**src/rtl/execute_cc_cond.sv**
```systemverilog
// Execute-stage condition codes, jXX/cmov condition evaluation and the E-to-M pipeline register.
// CC and M update one edge after E; m_stall holds M and blocks CC, m_bubble loads a NOP. Optional EXEC_BRANCH_STATS_EN adds jXX counters.
module execute_cc_cond #(
  parameter int WIDTH = 32
) (
  input  logic             clk,
  input  logic             reset,
  input  logic             e_valid,
  input  logic [3:0]       e_icode,
  input  logic [3:0]       e_ifun,
  input  logic [WIDTH-1:0] alu_a,
  input  logic [WIDTH-1:0] alu_b,
  input  logic [WIDTH-1:0] alu_result,
  input  logic [WIDTH-1:0] e_valA,
  input  logic [3:0]       e_dstE,
  input  logic             m_exc,
  input  logic             w_exc,
  input  logic             m_stall,
  input  logic             m_bubble,
`ifdef EXEC_BRANCH_STATS_EN
  output logic [31:0]      jxx_total,
  output logic [31:0]      jxx_taken,
`endif
  output logic             cc_zf,
  output logic             cc_sf,
  output logic             cc_of,
  output logic             e_cnd,
  output logic             M_valid,
  output logic [3:0]       M_icode,
  output logic             M_cnd,
  output logic [WIDTH-1:0] M_valE,
  output logic [WIDTH-1:0] M_valA,
  output logic [3:0]       M_dstE
);

  localparam int MSB = WIDTH - 1;
  localparam logic [3:0] ICODE_NOP  = 4'h1;
  localparam logic [3:0] ICODE_CMOV = 4'h2;
  localparam logic [3:0] ICODE_OPQ  = 4'h6;
  localparam logic [3:0] ICODE_JXX  = 4'h7;
  localparam logic [3:0] REG_NONE   = 4'hF;

  logic zf_q, sf_q, of_q;
  logic zf_d, sf_d, of_d;
  logic new_zf, new_sf, new_of;
  logic set_cc;

  // Only the sign bits of the operands matter for overflow detection.
  logic unused_operand_bits;
  assign unused_operand_bits = ^{alu_a[MSB-1:0], alu_b[MSB-1:0]};

  always_comb begin
    new_zf = (alu_result == '0);
    new_sf = alu_result[MSB];
    new_of = 1'b0;
    case (e_ifun)
      4'h0:    new_of = (alu_a[MSB] == alu_b[MSB]) && (alu_result[MSB] != alu_a[MSB]);
      4'h1:    new_of = (alu_a[MSB] != alu_b[MSB]) && (alu_result[MSB] != alu_b[MSB]);
      default: new_of = 1'b0;
    endcase
  end

  assign set_cc = e_valid && (e_icode == ICODE_OPQ) && !m_exc && !w_exc && !m_stall;

  always_comb begin
    zf_d = zf_q;
    sf_d = sf_q;
    of_d = of_q;
    if (set_cc) begin
      zf_d = new_zf;
      sf_d = new_sf;
      of_d = new_of;
    end
  end

  always_ff @(posedge clk) begin
    if (reset) begin
      zf_q <= 1'b1;
      sf_q <= 1'b0;
      of_q <= 1'b0;
    end else begin
      zf_q <= zf_d;
      sf_q <= sf_d;
      of_q <= of_d;
    end
  end

  assign cc_zf = zf_q;
  assign cc_sf = sf_q;
  assign cc_of = of_q;

  // Condition uses the registered CC, so an OPq in the same slot does not affect it.
  always_comb begin
    e_cnd = 1'b0;
    case (e_ifun)
      4'h0:    e_cnd = 1'b1;
      4'h1:    e_cnd = (sf_q ^ of_q) | zf_q;
      4'h2:    e_cnd = sf_q ^ of_q;
      4'h3:    e_cnd = zf_q;
      4'h4:    e_cnd = !zf_q;
      4'h5:    e_cnd = !(sf_q ^ of_q);
      4'h6:    e_cnd = !(sf_q ^ of_q) && !zf_q;
      default: e_cnd = 1'b0;
    endcase
  end

  logic             m_valid_q, m_valid_d;
  logic [3:0]       m_icode_q, m_icode_d;
  logic             m_cnd_q,   m_cnd_d;
  logic [WIDTH-1:0] m_vale_q,  m_vale_d;
  logic [WIDTH-1:0] m_vala_q,  m_vala_d;
  logic [3:0]       m_dste_q,  m_dste_d;

  always_comb begin
    m_valid_d = m_valid_q;
    m_icode_d = m_icode_q;
    m_cnd_d   = m_cnd_q;
    m_vale_d  = m_vale_q;
    m_vala_d  = m_vala_q;
    m_dste_d  = m_dste_q;
    if (!m_stall) begin
      if (m_bubble) begin
        m_valid_d = 1'b0;
        m_icode_d = ICODE_NOP;
        m_cnd_d   = 1'b0;
        m_vale_d  = '0;
        m_vala_d  = '0;
        m_dste_d  = REG_NONE;
      end else begin
        m_valid_d = e_valid;
        m_icode_d = e_icode;
        m_cnd_d   = e_cnd;
        m_vale_d  = alu_result;
        m_vala_d  = e_valA;
        // A not-taken cmov must not write its destination.
        m_dste_d  = ((e_icode == ICODE_CMOV) && !e_cnd) ? REG_NONE : e_dstE;
      end
    end
  end

  always_ff @(posedge clk) begin
    if (reset) begin
      m_valid_q <= 1'b0;
      m_icode_q <= ICODE_NOP;
      m_cnd_q   <= 1'b0;
      m_vale_q  <= '0;
      m_vala_q  <= '0;
      m_dste_q  <= REG_NONE;
    end else begin
      m_valid_q <= m_valid_d;
      m_icode_q <= m_icode_d;
      m_cnd_q   <= m_cnd_d;
      m_vale_q  <= m_vale_d;
      m_vala_q  <= m_vala_d;
      m_dste_q  <= m_dste_d;
    end
  end

  assign M_valid = m_valid_q;
  assign M_icode = m_icode_q;
  assign M_cnd   = m_cnd_q;
  assign M_valE  = m_vale_q;
  assign M_valA  = m_vala_q;
  assign M_dstE  = m_dste_q;

`ifdef EXEC_BRANCH_STATS_EN
  logic [31:0] jxx_total_q, jxx_total_d;
  logic [31:0] jxx_taken_q, jxx_taken_d;
  logic        jxx_advance;

  assign jxx_advance = e_valid && (e_icode == ICODE_JXX) && !m_stall && !m_bubble;

  always_comb begin
    jxx_total_d = jxx_total_q;
    jxx_taken_d = jxx_taken_q;
    if (jxx_advance) begin
      if (jxx_total_q != 32'hFFFF_FFFF) jxx_total_d = jxx_total_q + 32'd1;
      if (e_cnd && (jxx_taken_q != 32'hFFFF_FFFF)) jxx_taken_d = jxx_taken_q + 32'd1;
    end
  end

  always_ff @(posedge clk) begin
    if (reset) begin
      jxx_total_q <= '0;
      jxx_taken_q <= '0;
    end else begin
      jxx_total_q <= jxx_total_d;
      jxx_taken_q <= jxx_taken_d;
    end
  end

  assign jxx_total = jxx_total_q;
  assign jxx_taken = jxx_taken_q;
`endif

endmodule

```
**config.mk**
```make
export PLATFORM = sky130hd
export DESIGN_NAME = execute_cc_cond
export DESIGN_NICKNAME = d
export VERILOG_FILES = /design/src/rtl/execute_cc_cond.sv
export SDC_FILE = /design/constraint.sdc
export NUM_CORES = 1
export LEC_CHECK = 0
export ABC_AREA = 1
export CORE_AREA = 2 2 70 138
export CTS_CLUSTER_SIZE = 8
export DETAILED_ROUTE_END_ITERATION = 8
export DIE_AREA = 0 0 72 140
export GPL_TIMING_DRIVEN = 0
export MAX_ROUTING_LAYER = met4
export PLACE_DENSITY = 0.79
export SYNTH_ARGS = -nofsm -noshare
export SYNTH_HDL_FRONTEND = slang
export SYNTH_SLANG_ARGS = --single-unit
```
**constraint.sdc**
```tcl
create_clock -name clk -period 1.3 [get_ports clk]
set_input_delay 0.13 -clock clk [delete_from_list [all_inputs] [get_ports clk]]
set_output_delay 0.13 -clock clk [all_outputs]
set_load 0.05 [all_outputs]
```
==> metrics list <==
- The via count of the first global-routing pass came to 3185.
- Sequential cells were found to cover 51.7% of the synthesized design area.
- Number of antenna violations at the first check in global routing: 0
- Number of nets with antenna violations after detailed routing: 0
- Iteration-0 DRC Markers: 186
- Count of final hold-check violations: 0
* Drt via density: 4.86
* Clock tree sinks: 77
* Sum of negative setup slack: -236 ps
* Clock Path Buffers: 2
- Top cell type's share of synthesized area: 51.7%
- By instance count, the leading cell after synthesis is sky130_fd_sc_hd__nand2_1.
- Post-synth top cells: sky130_fd_sc_hd__nand2_1, sky130_fd_sc_hd__dfxtp_1, sky130_fd_sc_hd__a21oi_1
* Result of the run: complete, but fails checks
- For this run, design rule violations remaining after detail routing come to 0.
- Clock period minus worst slack: 1500 ps
- Buffers placed on the I/O ports in this run total roughly 160.
* Number of maximum-capacitance violations: 0
- Area of the multi-input gates: 1340 sq um
- Worst clock skew on the final layout: around 5.2 ps
- Dividing total power by cell area gives a power density of 1190 nW/um^2.
- Number of iterations in the first detailed-routing pass: 6
- Dividing the detail-routed wire length by the instance count gives 14.7 um.
- Transition time at the pin with the least slew margin: about 490 ps
- The worst hold path terminates at M_dstE[3]$_SDFFE_PP1N_.
- The max-slew violation count was 0.
- The worst register-to-register path has a depth of 12.
- The floorplan step set the die height to 140 um.
- Number of synthesis warnings: 0
- The worst hold path passes through 3 cells.
- In this design, the stage delay of the slowest critical-path cell is ~360 ps.
- Post-synthesis instance total: 406
- Share of async-settable or async-resettable flops after synthesis: 0%
- Synthesis-to-finish area growth: 70.8%
- Final-stage net count: 729
- The floorplan has 49 rows.
- Detailed Place HPWL: 7.64 mm
* Relative slew slack: 67.6%
- Synthesis inferred 77 register bits.
- The later pin in the worst-skew pair is clocked with a latency of 330 ps.
- After global routing the overflow that remains totals 0.
- Cell taking the most area after synthesis: sky130_fd_sc_hd__dfxtp_1
- Register area: 1550 sq um
- Wirelength, routed: 10.1 mm
- TritonCTS built the clock tree.
- End of the worst register-to-register path: M_dstE[3]$_SDFFE_PP1N_
- The analysis attributes to cell leakage a power of about 2.0 nW.
* Fraction of layout cells with a size suffix above 1: 23.4%
- Each instance of the synthesized netlist takes up on average about 7.3 sq um.
- Tightest Hold Check Type: in2reg
- Worst-path cell with the longest stage delay: sky130_fd_sc_hd__dfxtp_4
* Area contributors post-synth: sky130_fd_sc_hd__dfxtp_1, sky130_fd_sc_hd__nand2_1, sky130_fd_sc_hd__a21oi_1
- The die covers 10100 sq um.
* Number of distinct library cell variants in the gate-level netlist after synthesis: 24
* Min setup slack post-route: -202 ps
- TritonCTS created 9 clock buffers.
- Worst-case register-to-register setup slack: 10 ps
- The worst hold path begins at reset.
- Entering global routing, the biggest net connects 13 pins.
- # setup viols final: 5
* Startpoint of the lowest-slack register-to-register path: cc_of$_SDFFE_PP0P_
* Vias: about 3300
- In the finished design, the share of the clock period the worst path needs comes to 116%.
* Maximum level of the CTS H-tree: 3
- Of all nets on the critical path, the largest fanout is 4.
* Post-synth design cell area: slightly below 3000 sq um
* Worst path cell trace: inv_2 -> nand2_1 -> nand2_1 -> nor3_4 -> nor2_4 -> nand2_4 -> buf_8
- Top FF cell, synth: sky130_fd_sc_hd__dfxtp_1
* Violations in the final reports: negative setup slack
- In this design, the critical path's most frequently occurring cell is sky130_fd_sc_hd__nand2_1.
* CP required: 1170 ps
- Critical path class: reg2out
- Die Span X: 72 um
- The worst setup path is captured at an output port.
- The total area inside the core boundary comes to between 9000 and 10000 sq um.
- Boundary Pins: 225
* Routability congestion estimate from global placement: 0.802
* Max IR drop VDD: 0.000626 V
- The layout has approximately 830 filler cells.
- The tree is rooted in a sky130_fd_sc_hd__clkbuf_16.
- Setup repair after global routing could not meet its margin everywhere.
* Count of flip-flops with a built-in enable after synthesis: 0
- GRT Total Usage: 19.6%
* Global-route wire length before repair: 15.0 mm
* Number of nets in the synthesized netlist: 553
* Clk slew on worst S/H paths: 60 ps
- Placement-stage worst setup slack: -833 ps
- The initial utilization of the core area, before any placement, comes to 33.1%.
- Timing would allow up to about 670 MHz.
* Critical path launch point type: register
- The number of antenna diodes in the final layout is 0.
- CP arrival: approximately 1400 ps
-- placed cells by master, fill, tap and decap left out, types with 2 or more instances in the layout --
cell,Yosys,layout
sky130_fd_sc_hd__nor4_1,6,6
sky130_fd_sc_hd__inv_2,5,5
sky130_fd_sc_hd__o21ai_0,2,2
sky130_fd_sc_hd__clkinv_2,0,2
sky130_fd_sc_hd__xor2_1,2,2
sky130_fd_sc_hd__nand4_1,6,6
sky130_fd_sc_hd__dfxtp_1,77,74
sky130_fd_sc_hd__clkdlybuf4s50_1,0,81
sky130_fd_sc_hd__dfxtp_4,0,3
sky130_fd_sc_hd__nand3_1,3,3
sky130_fd_sc_hd__buf_1,5,5
sky130_fd_sc_hd__clkdlybuf4s15_2,0,57
sky130_fd_sc_hd__buf_2,16,16
sky130_fd_sc_hd__nand2_1,169,164
sky130_fd_sc_hd__nor2_1,18,16
sky130_fd_sc_hd__nand2_2,2,6
sky130_fd_sc_hd__buf_4,0,4
sky130_fd_sc_hd__a21oi_1,72,72
sky130_fd_sc_hd__clkbuf_2,0,18
sky130_fd_sc_hd__nor2_2,4,3
sky130_fd_sc_hd__clkbuf_1,2,3
sky130_fd_sc_hd__nor3_1,3,2
sky130_fd_sc_hd__dlymetal6s2s_1,0,2
sky130_fd_sc_hd__nor2_4,1,4
sky130_fd_sc_hd__inv_1,7,7
sky130_fd_sc_hd__clkbuf_16,0,9
-- per-layer routing --
metal	part of all wire [%]	GRT usage, %	up-vias
li1	-	-	1665
met1	39	21.3	1520
met2	52	34.6	151
met3	6.7	4.10	8
met4	1.6	7.05	0
met5	0	-	-
-- worst max-delay path: cells and delay by family (launching register included) --
family	cells	cell delay [ps]
buffers and inverters	2	180
flip-flops	1	360
AND/OR/NAND/NOR	5	500
-- cell families after synthesis --
family,count (synthesis),synth area share (%)
AOI/OAI and AO/OA,77,13.1
xor gates and xnor gates,2,0.588
buffers and inverters,35,5.08
DFF,77,51.7
and+or+nand+nor,215,29.5
-- state kept, by name, indices dropped and copies added (netlist names) --
name and count:
M_valA 32, M_valE 32, M_dstE 4, M_icode 4, M_cnd 1, M_valid 1, cc_of 1, cc_sf 1
cc_zf 1
-- worst max path at each step --
stage,start,endpoint,depth (start not counted)
after floorplan,cc_of$_SDFFE_PP0P_,M_cnd$_SDFFE_PP0N_,9
after global placement,e_ifun[3],e_cnd,9
after detailed placement,e_ifun[3],e_cnd,9
after CTS,cc_of$_SDFFE_PP0P_,e_cnd,8
after global routing,cc_of$_SDFFE_PP0P_,e_cnd,9
final,cc_of$_SDFFE_PP0P_,e_cnd,7
-- cell type report --
cell class | instances | share of cell area [%]
Buffer | 23 | 2.14
Clock inverter | 4 | 0.958
Tap cell | 102 | 2.51
Clock buffer | 11 | 4.77
Inverter | 12 | 0.885
Timing Repair Buffer | 165 | 32.0
Sequential cell | 77 | 30.5
Multi-Input combinational cell | 294 | 26.3
-- report_power, final --
group / leakage [nW] / switching [mW] / internal [mW] / total [mW]
Sequential: 0.630 / 0.0473 / 2.45 / 2.49
Clock: 0.145 / 0.946 / 1.53 / 2.47
Combinational: 1.21 / 0.650 / 0.439 / 1.09
-- repair_timing --
item / 4_1_cts / 5_1_grt
cloned: 0 / 0
hold buffers: 0 / 0
buffers inserted: 1 / 3
resized for setup: 220 / 35
setup endpoints to repair: 78 / 56
pin swaps: 1 / 3
-- through the flow --
stage                     total power, mW  instance area, sq um  utilization, %  hold WS (ps)  std cells
after floorplan                      3.11                  3000               -           271        406
after global placement               3.63                  4740            52.6           443        669
after detailed placement             3.65                  4740            52.6           452        669
after CTS                            6.09                  5120            56.8           170        685
after global routing                 6.27                  5090            56.5           189        688
final                                6.05                  5090            56.5           174        688
No activity file was read; power rests on OpenSTA's default activity.
